==> src/rtl/gb_timer_if.sv <==
// CPU bus view of gb_timer: address, write strobe and write data in; read data and select out.
interface gb_timer_if;
    logic [15:0] cpu_addr;
    logic        cpu_wren;
    logic [7:0]  wr_data;
    logic [7:0]  rd_data;
    logic        sel;

    modport master (output cpu_addr, cpu_wren, wr_data, input rd_data, sel);
    modport slave  (input cpu_addr, cpu_wren, wr_data, output rd_data, sel);
endinterface

==> src/rtl/gb_timer.sv <==
// DIV/TIMA/TMA/TAC timer with falling-edge TIMA increment and overflow interrupt.
// TIMER_OVERFLOW_DELAY_EN adds the 4-tick WAIT/RELOAD overflow delay.
module gb_timer #(
    parameter logic [15:0] BASE_ADDR = 16'hFF04
) (
    input  logic       clock,
    input  logic       reset_n,
    input  logic       tick,
    gb_timer_if.slave  bus,
    output logic       irq
);

    logic [15:0] sys_cnt_q, sys_cnt_d;
    logic [7:0]  tima_q, tima_d;
    logic [7:0]  tma_q, tma_d;
    logic [2:0]  tac_q, tac_d;
    logic        sig_q, sig, sel_bit, inc;
    logic        irq_q, irq_d;
    logic [15:0] off;
    logic        sel;
    logic [7:0]  rd_data;
    logic        wr_div, wr_tima, wr_tma, wr_tac;

`ifdef TIMER_OVERFLOW_DELAY_EN
    typedef enum logic [1:0] {StIdle, StWait, StReload} state_e;
    state_e      state_q, state_d;
    logic [1:0]  dly_q, dly_d;
`endif

    // Wrapping subtraction makes the range check a single upper-bits compare.
    assign off     = bus.cpu_addr - BASE_ADDR;
    assign sel     = (off[15:2] == 14'd0);
    assign wr_div  = bus.cpu_wren & sel & (off[1:0] == 2'd0);
    assign wr_tima = bus.cpu_wren & sel & (off[1:0] == 2'd1);
    assign wr_tma  = bus.cpu_wren & sel & (off[1:0] == 2'd2);
    assign wr_tac  = bus.cpu_wren & sel & (off[1:0] == 2'd3);

    always_comb begin
        unique case (tac_q[1:0])
            2'b00: sel_bit = sys_cnt_q[9];
            2'b01: sel_bit = sys_cnt_q[3];
            2'b10: sel_bit = sys_cnt_q[5];
            2'b11: sel_bit = sys_cnt_q[7];
        endcase
    end

    assign sig = tac_q[2] & sel_bit;
    assign inc = sig_q & ~sig;

    always_comb begin
        sys_cnt_d = sys_cnt_q;
        tima_d    = tima_q;
        tma_d     = tma_q;
        tac_d     = tac_q;
        irq_d     = 1'b0;
`ifdef TIMER_OVERFLOW_DELAY_EN
        state_d   = state_q;
        dly_d     = dly_q;
`endif
        if (wr_div) begin
            sys_cnt_d = 16'd0;
        end else if (tick) begin
            sys_cnt_d = sys_cnt_q + 16'd1;
        end
        if (wr_tma) tma_d = bus.wr_data;
        if (wr_tac) tac_d = bus.wr_data[2:0];
`ifdef TIMER_OVERFLOW_DELAY_EN
        unique case (state_q)
            StIdle: begin
                if (wr_tima) begin
                    tima_d = bus.wr_data;
                end else if (inc) begin
                    if (tima_q == 8'hFF) begin
                        tima_d  = 8'h00;
                        state_d = StWait;
                        dly_d   = 2'd3;
                    end else begin
                        tima_d = tima_q + 8'd1;
                    end
                end
            end
            StWait: begin
                if (wr_tima) begin
                    tima_d  = bus.wr_data;
                    state_d = StIdle;
                end else if (tick) begin
                    dly_d = dly_q - 2'd1;
                    if (dly_q == 2'd1) state_d = StReload;
                end
            end
            StReload: begin
                // tma_d so a TMA write on this same edge is the value reloaded
                tima_d  = tma_d;
                irq_d   = 1'b1;
                state_d = StIdle;
            end
            default: state_d = StIdle;
        endcase
`else
        if (wr_tima) begin
            tima_d = bus.wr_data;
        end else if (inc) begin
            if (tima_q == 8'hFF) begin
                tima_d = tma_q;
                irq_d  = 1'b1;
            end else begin
                tima_d = tima_q + 8'd1;
            end
        end
`endif
    end

    always_ff @(posedge clock) begin
        if (!reset_n) begin
            sys_cnt_q <= 16'd0;
            tima_q    <= 8'h00;
            tma_q     <= 8'h00;
            tac_q     <= 3'd0;
            sig_q     <= 1'b0;
            irq_q     <= 1'b0;
`ifdef TIMER_OVERFLOW_DELAY_EN
            state_q   <= StIdle;
            dly_q     <= 2'd0;
`endif
        end else begin
            sys_cnt_q <= sys_cnt_d;
            tima_q    <= tima_d;
            tma_q     <= tma_d;
            tac_q     <= tac_d;
            sig_q     <= sig;
            irq_q     <= irq_d;
`ifdef TIMER_OVERFLOW_DELAY_EN
            state_q   <= state_d;
            dly_q     <= dly_d;
`endif
        end
    end

    always_comb begin
        rd_data = 8'hFF;
        if (sel) begin
            unique case (off[1:0])
                2'd0: rd_data = sys_cnt_q[15:8];
                2'd1: rd_data = tima_q;
                2'd2: rd_data = tma_q;
                2'd3: rd_data = {5'b11111, tac_q};
            endcase
        end
    end

    assign bus.rd_data = rd_data;
    assign bus.sel     = sel;
    assign irq         = irq_q;

endmodule

==> src/flat_wrapper.sv <==
// flat-port wrapper written by rule: the top's interface ports become plain ports
module gb_timer_flat 
#(
    parameter logic [15:0] BASE_ADDR = 16'hFF04
)
  (clock, reset_n, tick, irq, bus_cpu_addr, bus_cpu_wren, bus_wr_data, bus_rd_data, bus_sel);
  gb_timer_if bus_i ();
  input  logic clock;
  input  logic reset_n;
  input  logic tick;
  output logic irq;
  input wire logic [$bits(bus_i.cpu_addr)-1:0] bus_cpu_addr;
  input wire logic [$bits(bus_i.cpu_wren)-1:0] bus_cpu_wren;
  input wire logic [$bits(bus_i.wr_data)-1:0] bus_wr_data;
  output wire logic [$bits(bus_i.rd_data)-1:0] bus_rd_data;
  output wire logic [$bits(bus_i.sel)-1:0] bus_sel;
  assign bus_i.cpu_addr = bus_cpu_addr;
  assign bus_i.cpu_wren = bus_cpu_wren;
  assign bus_i.wr_data = bus_wr_data;
  assign bus_rd_data = bus_i.rd_data;
  assign bus_sel = bus_i.sel;
  gb_timer #(.BASE_ADDR(BASE_ADDR)) u_core (.clock(clock), .reset_n(reset_n), .tick(tick), .bus(bus_i), .irq(irq));
endmodule
==> config.mk <==
export PLATFORM = sky130hd
export DESIGN_NAME = gb_timer_flat
export DESIGN_NICKNAME = d
export VERILOG_FILES = /design/src/rtl/gb_timer_if.sv /design/src/rtl/gb_timer.sv /design/src/flat_wrapper.sv
export SDC_FILE = /design/constraint.sdc
export NUM_CORES = 1
export LEC_CHECK = 0
export BUFFER_PORTS_ARGS = -buffer_cell sky130_fd_sc_hd__buf_2
export CAP_MARGIN = 0
export CORE_MARGIN = 4
export CORE_UTILIZATION = 55
export CTS_CLUSTER_SIZE = 20
export DETAILED_ROUTE_END_ITERATION = 10
export GPL_TIMING_DRIVEN = 0
export PLACE_DENSITY = 0.88
export SLEW_MARGIN = 25
export SYNTH_ARGS = -nofsm -noshare
export SYNTH_HDL_FRONTEND = slang
export SYNTH_SLANG_ARGS = --single-unit
==> constraint.sdc <==
create_clock -name clock -period 3.7 [get_ports clock]
set_input_delay 0.185 -clock clock [delete_from_list [all_inputs] [get_ports clock]]
set_output_delay 0.185 -clock clock [all_outputs]
set_load 0.02 [all_outputs]
==> results.json <==
{
  "synth.yosys.seq_area_share_pct": 36.72,
  "critPathLaunch": "u_core.tima_q[0]",
  "required_ns": 3.85,
  "path_class": "reg -> reg",
  "final.period_utilization_pct": 58.68,
  "std_cell_rows": 21,
  "fin_util_pct": 68.01,
  "cts_tree": "yes",
  "ctsResizeCount": 0,
  "nFillCells": 274,
  "grt_max_degree": 13,
  "nNetsFinal": 305,
  "path_depth": 6,
  "maxSlewHeadroom_pct": 53.35,
  "antenna_found_initial": 0,
  "async_flop_share_pct": 0,
  "start_kind": "register",
  "hold_viol_final": 0,
  "synth-seq-cells": 37,
  "intPower_uw": 553.0,
  "ir_drop_v": 0.0001834,
  "post-synth-top-count-cell": "nor2_1",
  "worstSetupEndpoint": "u_core.tima_q[1]",
  "grt.overflow.total": 0,
  "cts_hold_buf": 0,
  "min_period_ns": 2.171,
  "hp-class": "in -> reg",
  "syn_inst": 232,
  "cts_buffers": 5,
  "die_y_microns": 68.56,
  "instances_no_fill": 322,
  "critPathBufInv": 0,
  "reg2reg_slack_ns": 1.53,
  "seq_area_sq_um": 740.7,
  "grt_pass1_wl_microns": 7679,
  "p_sw_uw": 182.9,
  "area_growth_pct": 16.07,
  "hpwl_microns": 3561,
  "worstReg2RegEnd": "u_core.tima_q[1]",
  "tightestPinTransition_ns": 0.6998,
  "track_usage_pct": 21.83,
  "swShare_pct": 24.86,
  "globalplace.congestion": 0.8883,
  "p_clk_share_pct": 37.8,
  "postCtsSetupBuffers": 0,
  "avgSynthCellArea_sq_um": 8.694,
  "r2r-start": "u_core.tima_q[0]",
  "synth_commonest_cells": "38 x nor2_1, 37 x dfxtp_1, 21 x nand2_1",
  "ios": 38,
  "worstPathCellList": "ha_1 > nand4_1 > nor2_1 > mux2_2 > nor2_1 > o32ai_1",
  "cp_top_family": "simple AND/OR/NAND/NOR gates",
  "power_uw": 735.9,
  "core_area_sq_um": 3442,
  "p_leak_nw": 0.9692,
  "cp_max_fo": 7,
  "power_frac_comb_pct": 7.4,
  "slowest_delay_ns": 0.45,
  "place_inst": 314,
  "crit_top_cell": "nor2_1",
  "insertion_delay_ns": 0.29,
  "worstPathArrival_ns": 2.32,
  "synth_area_sq_um": 2017,
  "setup_violations": 0,
  "cts_max_path_buffers": 2,
  "detail_route.vias_per_cell": 5.792,
  "wire_per_inst_microns": 14.98,
  "report.final.slew_viol_count": 0,
  "synth_top_area_share_pct": 36.72,
  "drive_gt1_share_pct": 21.74,
  "cp-end-kind": "register",
  "clock_sinks": 37,
  "n_antenna_cell": 0,
  "yosysUniqueCellTypes": 44,
  "numPortBuffers": 36,
  "synth_nets": 262,
  "skew_ns": 0.01072,
  "fp.dieArea_sq_um": 4700,
  "start_util_pct": 58.60,
  "multi_input_area_sq_um": 1219,
  "max_freq_mhz": 460.6,
  "drc": 0,
  "grt_setup_unrepaired": "false",
  "yosysWarnings": 0,
  "status": "finished clean",
  "pwr-share-seq_pct": 54.8,
  "synth_area_leaders": "dfxtp_1 37%, nor2_1 7.1%, mux2i_1 6.5%",
  "path_clk_slew_ns": 0.08,
  "drt_wl_total_microns": 4824,
  "powerDensity_nw_per_um2": 314.3,
  "drt_iter0_drc": 131,
  "via_count": 1865,
  "cts-htree-levels": 2,
  "die_w_microns": 68.56,
  "synth-edff-count": 0,
  "ff2ff_path_depth": 6,
  "whs_path_depth": 3,
  "first_pass_iters": 4,
  "grt_pass1_vias": 1719,
  "ctsRootBufferMaster": "clkbuf_8",
  "cap_violations": 0,
  "detail-route-antenna-nets": 0,
  "synth_top_cell_by_area": "dfxtp_1",
  "final.setup.tns_ns": 0,
  "synthFlopType": "dfxtp_1",
  "critical-path-slowest-cell": "dfxtp_1"
}
-- state kept, by name, summed over array words and instances (netlist names) --
register	count
u_core.sys_cnt_q	16
u_core.tima_q	8
u_core.sig_q	1
u_core.irq	1
u_core.tac_q	3
u_core.tma_q	8
-- cell families after synthesis --
kind of cell | synth area share [%]
AOI/OAI and AO/OA | 14.39
xor gates and xnor gates | 6.513
adders and majority gates | 1.240
buffers and inverters | 2.853
DFF | 36.72
muxes | 13.71
and+or+nand+nor | 24.57
-- cell usage in the layout, fill, tap and decap left out, drive strengths merged, types with 2 or more instances in the layout --
| master | Yosys | routed |
|---|---|---|
| buf | 3 | 39 |
| nor2 | 38 | 38 |
| dfxtp | 37 | 37 |
| nand2 | 21 | 21 |
| mux2i | 13 | 13 |
| xor2 | 10 | 10 |
| clkbuf | 5 | 10 |
| nand4 | 9 | 9 |
| nand3 | 9 | 9 |
| nor3 | 9 | 9 |
| and3 | 7 | 7 |
| o22ai | 6 | 6 |
| o21ai | 6 | 6 |
| a21oi | 6 | 6 |
| mux2 | 5 | 5 |
| inv | 5 | 5 |
| xnor2 | 5 | 5 |
| mux4 | 4 | 4 |
| or2b | 3 | 3 |
| a21o | 3 | 3 |
| o32ai | 3 | 3 |
| o2111ai | 3 | 3 |
| nor4 | 2 | 2 |
| a211oi | 2 | 2 |
| and4 | 2 | 2 |
| a22oi | 2 | 2 |
| ha | 2 | 2 |
| clkinv | 0 | 2 |
-- area by class of cell --
cell class / instances / share of cell area, %
Tap cell: 46 / 2.459
Sequential cell: 37 / 31.64
Multi-Input combinational cell: 182 / 52.06
Timing Repair Buffer: 36 / 7.696
Clock buffer: 5 / 2.940
Clock inverter: 3 / 0.7483
Buffer: 8 / 1.657
Inverter: 5 / 0.8017
-- layer usage --
metal | GRT usage [%] | vias up | wire length, microns
met3 | 5.835 | 4 | 415
met5 | 0 | - | 0
met2 | 34.45 | 81 | 2118
met4 | 6.452 | 0 | 36
met1 | 29.20 | 844 | 2255
li1 | - | 936 | -
-- worst min path at each step --
stage / from / to / slack, ns
finish: bus_wr_data[3] / u_core.tma_q[3] / 0.14
global route: bus_wr_data[7] / u_core.tima_q[7] / 0.16
CTS: bus_wr_data[6] / u_core.tma_q[6] / 0.14
detailed placement: bus_wr_data[6] / u_core.tma_q[6] / 0.44
global placement: bus_wr_data[3] / u_core.tma_q[3] / 0.43
floorplan: bus_wr_data[0] / u_core.tac_q[0] / 0.33
-- worst register-to-register path, stage by stage, from the launching register on --
cell and delay [ns]:
dfxtp_1 0.45, ha_1 0.33, nand4_1 0.25, nor2_1 0.45
mux2_2 0.39, nor2_1 0.09, o32ai_1 0.08
-- metrics by stage --
step | setup WS, ns | cell area, sq um | hold slack, ns
detailed placement | 1.607 | 2255 | 0.4416
global route | 1.370 | 2341 | 0.1630
global placement | 1.682 | 2255 | 0.4305
finish | 1.529 | 2341 | 0.1373
CTS | 1.585 | 2341 | 0.1369
floorplan | 1.983 | 2017 | 0.3289
-- power groups by stage --
stage	clock network, mW	logic (mW)	registers [mW]
3_3_place_gp	0	0.0523	0.412
4_1_cts	0.282	0.0538	0.403
3_5_place_dp	0	0.0536	0.412
5_1_grt	0.298	0.0608	0.403
6_report	0.278	0.0543	0.403
2_1_floorplan	0	0.0281	0.412
(Power assumes the default switching activity.)
